==> src/rtl/shift_sequencer.sv <==
// Multi-cycle barrel-less shifter: SLL / SRL / SRA by repeated small steps.
// Latency: shamt+1 edges from the accepting edge (1 for shamt=0); fast build floor(shamt/4)+(shamt%4)+1.
// Backpressure: none queued; start is sampled only in IDLE and ignored while busy.
//
// Ports:
//   clk    - sole clock, rising edge
//   rst    - asynchronous active-high reset
//   start  - request, sampled only while IDLE
//   A      - shift amount source, only A[SW-1:0] is used
//   B      - operand to shift
//   ctrl   - 00 SLL, 01 SRL, 1x SRA
//   busy   - high whenever the sequencer is not IDLE
//   done   - registered one-cycle completion strobe
//   dout   - registered result, held between completions
//
// Build option: define SHIFT_SEQ_FAST_EN to take 4-bit steps while the
// remaining count is at least 4 (results are identical, only latency drops).
//
// WIDTH must be a power of two >= 4.

module shift_sequencer #(
  parameter int WIDTH = 32
) (
  input  logic             clk,
  input  logic             rst,
  input  logic             start,
  input  logic [WIDTH-1:0] A,
  input  logic [WIDTH-1:0] B,
  input  logic [1:0]       ctrl,
  output logic             busy,
  output logic             done,
  output logic [WIDTH-1:0] dout
);

  localparam int SW = $clog2(WIDTH);

  localparam logic [1:0] OP_SLL = 2'b00;
  localparam logic [1:0] OP_SRL = 2'b01;

  typedef enum logic [1:0] {
    ST_IDLE  = 2'd0,
    ST_SHIFT = 2'd1,
    ST_DONE  = 2'd2
  } state_t;

  // ---------------------------------------------------------------------------
  // Registers
  // ---------------------------------------------------------------------------
  state_t           r_state;
  logic [WIDTH-1:0] r_work;
  logic [SW-1:0]    r_cnt;
  logic [1:0]       r_op;
  logic [WIDTH-1:0] r_dout;
  logic             r_done;

  // ---------------------------------------------------------------------------
  // Next-state / datapath wires
  // ---------------------------------------------------------------------------
  state_t           w_state_nxt;
  logic [WIDTH-1:0] w_work_nxt;
  logic [SW-1:0]    w_cnt_nxt;
  logic [1:0]       w_op_nxt;
  logic [WIDTH-1:0] w_dout_nxt;
  logic             w_done_nxt;

  logic             w_big_step;
  logic [SW-1:0]    w_step_amt;
  logic [WIDTH-1:0] w_work_step;
  logic [SW-1:0]    w_cnt_step;
  logic [SW-1:0]    w_shamt;

  // Upper bits of A never influence the operation.
  logic             w_unused_a;
  assign w_unused_a = ^A[WIDTH-1:SW];

  assign w_shamt = A[SW-1:0];

  // ---------------------------------------------------------------------------
  // Step size selection
  // ---------------------------------------------------------------------------
`ifdef SHIFT_SEQ_FAST_EN
  // Compare one bit wider so the constant 4 is representable even when SW=2
  // (WIDTH=4); in that case the count never reaches 4 and the big step is
  // never taken.
  assign w_big_step = ({1'b0, r_cnt} >= (SW+1)'(4));
`else
  assign w_big_step = 1'b0;
`endif

  assign w_step_amt = w_big_step ? SW'(4) : SW'(1);

  // One shift step of the working value in the latched op.
  function automatic logic [WIDTH-1:0] f_shift_step(
    input logic [WIDTH-1:0] v,
    input logic [1:0]       op,
    input logic             big
  );
    logic [WIDTH-1:0] res;
    res = v;
    case (op)
      OP_SLL:  res = big ? (v << 4) : (v << 1);
      OP_SRL:  res = big ? (v >> 4) : (v >> 1);
      default: res = big ? WIDTH'($signed(v) >>> 4) : WIDTH'($signed(v) >>> 1);
    endcase
    return res;
  endfunction

  assign w_work_step = f_shift_step(r_work, r_op, w_big_step);
  // The count only decrements by a step no larger than itself, so it lands
  // exactly on zero and never wraps.
  assign w_cnt_step  = r_cnt - w_step_amt;

  // ---------------------------------------------------------------------------
  // FSM: next-state and datapath
  // ---------------------------------------------------------------------------
  always_comb begin
    w_state_nxt = r_state;
    w_work_nxt  = r_work;
    w_cnt_nxt   = r_cnt;
    w_op_nxt    = r_op;
    w_dout_nxt  = r_dout;
    w_done_nxt  = 1'b0;

    case (r_state)
      ST_IDLE: begin
        if (start) begin
          w_work_nxt = B;
          w_cnt_nxt  = w_shamt;
          w_op_nxt   = ctrl;
          if (w_shamt == '0) begin
            // Nothing to shift: complete on the accepting edge.
            w_state_nxt = ST_DONE;
            w_dout_nxt  = B;
            w_done_nxt  = 1'b1;
          end else begin
            w_state_nxt = ST_SHIFT;
          end
        end
      end

      ST_SHIFT: begin
        w_work_nxt = w_work_step;
        w_cnt_nxt  = w_cnt_step;
        if (w_cnt_step == '0) begin
          // Publish the final value on the same edge as entering DONE.
          w_state_nxt = ST_DONE;
          w_dout_nxt  = w_work_step;
          w_done_nxt  = 1'b1;
        end
      end

      ST_DONE: begin
        w_state_nxt = ST_IDLE;
      end

      default: begin
        w_state_nxt = ST_IDLE;
      end
    endcase
  end

  // ---------------------------------------------------------------------------
  // State register
  // ---------------------------------------------------------------------------
  always_ff @(posedge clk or posedge rst) begin
    if (rst) begin
      r_state <= ST_IDLE;
      r_work  <= '0;
      r_cnt   <= '0;
      r_op    <= '0;
      r_dout  <= '0;
      r_done  <= 1'b0;
    end else begin
      r_state <= w_state_nxt;
      r_work  <= w_work_nxt;
      r_cnt   <= w_cnt_nxt;
      r_op    <= w_op_nxt;
      r_dout  <= w_dout_nxt;
      r_done  <= w_done_nxt;
    end
  end

  // ---------------------------------------------------------------------------
  // Outputs
  // ---------------------------------------------------------------------------
  assign busy = (r_state != ST_IDLE);
  assign done = r_done;
  assign dout = r_dout;

endmodule

==> config.mk <==
export PLATFORM = sky130hd
export DESIGN_NAME = shift_sequencer
export DESIGN_NICKNAME = d
export VERILOG_FILES = /design/src/rtl/shift_sequencer.sv
export SDC_FILE = /design/constraint.sdc
export NUM_CORES = 1
export LEC_CHECK = 0
export CORE_ASPECT_RATIO = 0.6
export CORE_MARGIN = 5
export CORE_UTILIZATION = 53
export DETAILED_ROUTE_END_ITERATION = 10
export GPL_TIMING_DRIVEN = 0
export PLACE_DENSITY = 0.86
export SYNTH_ARGS = -nofsm -noshare
export SYNTH_HDL_FRONTEND = slang
export SYNTH_SLANG_ARGS = --single-unit
==> constraint.sdc <==
create_clock -name clk -period 4.2 [get_ports clk]
set_input_delay 0.42 -clock clk [delete_from_list [all_inputs] [get_ports clk]]
set_output_delay 0.42 -clock clk [all_outputs]
set_load 0.01 [all_outputs]
==> flow_summary.toml, run 1 <==
[die]
num_rows = 24
io_pins = 103
die_area_um2 = 9240
core_um2 = 7210
die_h_um = 76.5
die_x_um = 121
initial_core_util = 0.542

[finish]
fin_cells = 594
drive_gt1_frac = 0.111
n_fill_cell = 524
fin_nets = 569
multiInputGateArea_um2 = 1790
fin_area_um2 = 5120
antenna_cells = 0
ff_latch_area_um2 = 1850
area_growth_syn_to_layout_pct = 31.1

[cts]
cts.htree.levels = 3
cts_resized = 0
cts_tree = "yes"
clock-sinks = 74
post_cts_buffers = 0
ctsHoldBuffers = 0
clk_pin_slew_worst_paths_ps = 60
cts-root-buf = "clkbuf_16"
cts_buffers = 9
clk-insertion-delay-late_ps = 340
clock_path_buffers = 2

[setup_path]
required_ps = 4390
worst_setup_path_start_kind = "flop"
cp_max_fo = 10
endpoint = "dout[5]"
critPathKind = "flop to flop"
worstPathArrival_ps = 2910
reg2reg_slack_ps = 1470
rr_worst_depth = 8
r2r_end = "dout[5]"
startpoint = "r_cnt[0]"
end_kind = "flop"
r2r_start = "r_cnt[0]"

[power]
comb_power_share = 0.483
seq_power_share = 0.312
powerDensity_nw_per_um2 = 826
power.leakage_nw = 2.14
p_int_mw = 2.60
switching_share = 0.386
peakVddDrop_v = 0.000347
power_frac_clock = 0.205
p_switching_mw = 1.63

[route]
vias_per_cell = 5.75
drtAntennaViolNets = 0
drc = 0
wl_per_cell_um = 17.3
routed-via-count = 3414
drtIter0Drc = 334
drt-total-wl_mm = 10.3
first_pass_iters = 5

[sta]
fin_crit_ps = 2730
worst_pin_slew_ps = 783
hold_slack_ps = 473
skew_ps = 8.59
hold_viol = 0
slew_viol_final = 0
setup_violations = 0
final.period_utilization = 0.650
fmax_mhz = 366
setup_slack_ps = 1470
grt_setup_unrepaired = "false"
slew_headroom = 0.478
finalSetupTns_ps = 0

[synthesis]
ys_seq_area_frac = 0.474
synth-seq-cells = 74
synth_warnings = 0
yosysUniqueCellTypes = 31
syn_area_per_cell_um2 = 9.48
netlist_instances = 412
syn_nets = 483
syn_area_um2 = 3900

[worst_hold_path]
hold_path_class = "primary input to asynchronous set/reset pin"

[global_routing]
grt_pass1_vias = 3411
track_usage = 0.231
grt_max_degree = 39
overflow = 0
grt_pass1_wl_mm = 17.0
antenna_found_initial = 0

[placed_design]
hpwl_mm = 7.27
dp.cells = 578
globalplace.congestion = 0.859
post_dp_cell_area_um2 = 4780
place_worst_setup_slack_ps = 1540
numPortBuffers = 74

[outcome]
outcome = "finished, final reports clean"

[job]
cap_violations = 0
==> critical path: stages, from the launching register on <==
cell and delay [ps]:
dfrtp_1 490, inv_1 80, ha_1 220, or2_0 240, o32a_1 370, or4b_4 520, a21oi_4 300, buf_6 230
o221ai_2 110
==> state kept, by name, summed over array words and instances (netlist names) <==
name and flops:
r_op 2, r_state 2, dout 32, done 1, r_cnt 5, r_work 32
==> Yosys cell counts <==
master    number  share of area
a211oi_1       1         0.0019
a21oi_1       40          0.051
a21oi_4        1         0.0042
a22o_1         1         0.0022
buf_1          9         0.0087
buf_2          1         0.0013
buf_6          3         0.0087
clkbuf_1      16          0.015
clkinv_1       1        0.00096
dfrtp_1       74           0.47
ha_1           2         0.0064
inv_1         35          0.034
mux2_1         1         0.0029
mux2_2         3         0.0087
mux2i_1       31          0.079
nand2_1       68          0.065
nand3_1        2         0.0026
nand4_1        1         0.0016
nor2_1        37          0.036
nor3_1         4         0.0051
nor3b_1        3         0.0058
o21a_1         1         0.0019
o21ai_0       35          0.045
o21ai_1        1         0.0013
o221ai_1       1         0.0022
o221ai_2      29           0.11
o22a_1         3         0.0067
o22ai_1        5         0.0080
o32a_1         1         0.0026
or2_0          1         0.0016
or4b_4         1         0.0035
==> power by group through the flow <==
stage | combinational, mW | sequential (mW) | clock, mW
CTS | 2.05 | 1.32 | 0.874
global route | 2.24 | 1.36 | 0.902
finish | 2.04 | 1.32 | 0.867
floorplan | 1.29 | 1.33 | 0
global placement | 1.96 | 1.30 | 0
detailed placement | 2.03 | 1.32 | 0
==> area by class of cell <==
type                       instances  area share
buffer                            29      0.0259
clock buffer                      12      0.0520
clock inverter                     4      0.0142
inverter                          36      0.0269
multi-input combinational        273       0.349
sequential                        74       0.362
tap                               91      0.0222
timing repair buffer              75       0.149
==> worst min path at each step <==
stage	end	from	slack, ps
after global routing	dout[9]	rst	520
after detailed placement	dout[0]	dout[0]	490
final	dout[9]	rst	470
after global placement	r_work[0]	r_work[0]	490
after CTS	dout[9]	rst	500
after floorplan	r_work[30]	r_work[30]	460
==> kinds of logic (layout without fill, tap and decap cells) <==
kind of cell	after synthesis	count (layout)	share of synthesized area
flip-flops	74	74	0.474
buffers and inverters	65	156	0.0686
AO/OA/AOI/OAI	119	119	0.239
adder cells (fa/ha/maj)	2	2	0.00641
multiplexers	35	35	0.0910
AND/OR/NAND/NOR	117	117	0.121
==> metrics by stage <==
stage                      util  total power [mW]
after floorplan               -              2.63
after global placement    0.660              3.26
after detailed placement  0.664              3.35
after CTS                 0.711              4.24
after global routing      0.711              4.51
final                     0.711              4.23
==> metal layers <==
layer,part of all wire,wire [um],vias to the layer above,GRT usage
li1,-,-,1607,-
met1,0.47,4790,1657,0.331
met2,0.44,4540,133,0.339
met3,0.073,749,17,0.0601
met4,0.016,168,0,0.0781
met5,0,0,-,0
==> layout by cell type (no fill, tap or decap), types with 2 or more instances in the layout <==
cell / instances
nand2_1: 68
clkbuf_1: 16
buf_6: 3
o22ai_1: 5
buf_1: 9
ha_1: 2
o221ai_2: 29
clkdlybuf4s50_1: 74
clkbuf_16: 9
bufinv_16: 2
o22a_1: 3
dfrtp_1: 74
nor2_1: 37
mux2_2: 3
inv_1: 34
a21oi_1: 40
mux2i_1: 31
nor3b_1: 3
clkbuf_8: 3
nor3_1: 4
nand3_1: 2
o21ai_0: 35
Note: power is estimated with default switching activity, not from simulation.
==> run 2, diff against run 1 <==
CORE_UTILIZATION = 44   (was 53)
PLACE_DENSITY = 0.76   (was 0.86)
clock period = 2.3 ns   (was 4.2 ns; I/O delays follow)
==> flow_summary.toml, run 2 (synthesis results as in run 1) <==
[finish]
antenna_cells = 0
final_common_cell = "clkdlybuf4s50_1"
layout_common_cells = "clkdlybuf4s50_1 (74), dfrtp_1 (72), nand2_1 (67), a21oi_1 (40), nor2_1 (37)"
n_fill_cell = 704
fin_cells = 620
area_growth_syn_to_layout_pct = 36.1
fin_nets = 575
drive_gt1_frac = 0.152

[cts]
cts-root-buf = "clkbuf_16"
clock_path_buffers = 2
clk_pin_slew_worst_paths_ps = 60
clk-insertion-delay-late_ps = 340
cts_buffers = 9
cts.htree.levels = 3
cts_tree = "yes"
ctsHoldBuffers = 0
clock-sinks = 74

[setup_path]
path_cells = "inv_2 > ha_4 > or2_4 > o32a_1 > or4b_4 > a21oi_4 > buf_12 > buf_12 > o221ai_2"
reg2reg_slack_ps = -180
required_ps = 2500
path_delay_family = "simple AND/OR/NAND/NOR gates"
rr_worst_depth = 9
cp_max_fo = 10
max_stage_delay_ps = 530
worst-path-buf-inv = 3
critPathKind = "flop to flop"
path_common_cell = "buf_12"
cp_slowest_cell = "or4b_4"
worst_setup_path_start_kind = "flop"
end_kind = "flop"
r2r_start = "r_cnt[0]"
r2r_end = "dout[8]"
worstPathArrival_ps = 2680

[global_routing]
antenna_found_initial = 0
overflow = 0
grt_pass1_vias = 3497
grt_max_degree = 46
track_usage = 0.204
grt_pass1_wl_mm = 18.0

[placed_design]
globalplace.congestion = 0.860
dp.cells = 599
hpwl_mm = 7.84
numPortBuffers = 74

[die]
die_area_um2 = 10900
num_rows = 26
io_pins = 103
die_h_um = 83.0
initial_core_util = 0.455
core_um2 = 8590
die_x_um = 132

[outcome]
violations = "negative setup slack"
outcome = "complete, but fails checks"

[power]
p_switching_mw = 3.07
power_frac_clock = 0.182
p_int_mw = 4.77
switching_share = 0.392
finalPower_mw = 7.83
seq_power_share = 0.306
powerDensity_nw_per_um2 = 1470
peakVddDrop_v = 0.000686
comb_power_share = 0.511
power.leakage_nw = 2.22

[sta]
finalSetupTns_ps = -4560
slew_headroom = 0.491
hold_viol = 0
slew_viol_final = 0
grt_setup_unrepaired = "true"
skew_ps = 6.46
fin_crit_ps = 2480
worst_pin_slew_ps = 758
setup_slack_ps = -180
setup_violations = 33
fmax_mhz = 403
final.period_utilization = 1.08

[route]
drc = 0
drtIter0Drc = 319
drt-total-wl_mm = 11.0
first_pass_iters = 5
vias_per_cell = 5.65
drtAntennaViolNets = 0
routed-via-count = 3501
wl_per_cell_um = 17.7

[job]
cap_violations = 0

[worst_hold_path]
hold_path_class = "primary input to asynchronous set/reset pin"
run 2: through the flow:
| step | utilization | cell area [um^2] | hold WS (ps) | setup slack, ps |
|---|---|---|---|---|
| 6_report | 0.619 | 5310 | 234 | -180 |
| 5_1_grt | 0.619 | 5310 | 269 | -242 |
| 4_1_cts | 0.612 | 5250 | 246 | -176 |
| 3_5_place_dp | 0.561 | 4820 | 504 | -463 |
| 3_3_place_gp | 0.558 | 4790 | 487 | -1040 |
| 2_1_floorplan | - | 3910 | 353 | -102 |
run 2: cell type report:
| type | count | area (um^2) | area share |
|---|---|---|---|
| clock inverter | 2 | 35.0 | 0.00659 |
| timing repair buffer | 82 | 882 | 0.166 |
| tap | 112 | 140 | 0.0264 |
| multi-input combinational | 273 | 1830 | 0.344 |
| buffer | 28 | 165 | 0.0311 |
| inverter | 36 | 138 | 0.0259 |
| sequential | 74 | 1850 | 0.349 |
| clock buffer | 13 | 270 | 0.0509 |
run 2: per-layer routing:
metal  GRT usage  share of wire  up-vias
met5           0              0        -
met4      0.0551          0.012        0
met3      0.0664          0.081       19
met2       0.304           0.45      146
met1       0.286           0.46     1705
li1            -              -     1631
run 2: repair_timing:
item                       4_1_cts  5_1_grt
cloned                           1        1
gates resized for setup         17       13
setup buffers                    5        0
setup endpoints to repair       45       65
pin swaps                        3        2
run 2: power groups by stage:
| stage | clock [mW] | combinational [mW] | sequential (mW) |
|---|---|---|---|
| 2_1_floorplan | 0 | 2.37 | 2.44 |
| 3_5_place_dp | 0 | 3.77 | 2.43 |
| 5_1_grt | 1.51 | 4.39 | 2.48 |
| 6_report | 1.43 | 4.01 | 2.40 |
| 3_3_place_gp | 0 | 3.63 | 2.38 |
| 4_1_cts | 1.45 | 3.93 | 2.39 |
run 2: worst max path at each step:
stage,end,start,depth (start not counted)
2_1_floorplan,dout[0],r_cnt[0],7
5_1_grt,dout[8],r_cnt[0],9
3_3_place_gp,dout[24],rst,2
4_1_cts,dout[9],r_cnt[0],9
3_5_place_dp,dout[8],r_cnt[0],8
6_report,dout[8],r_cnt[0],9
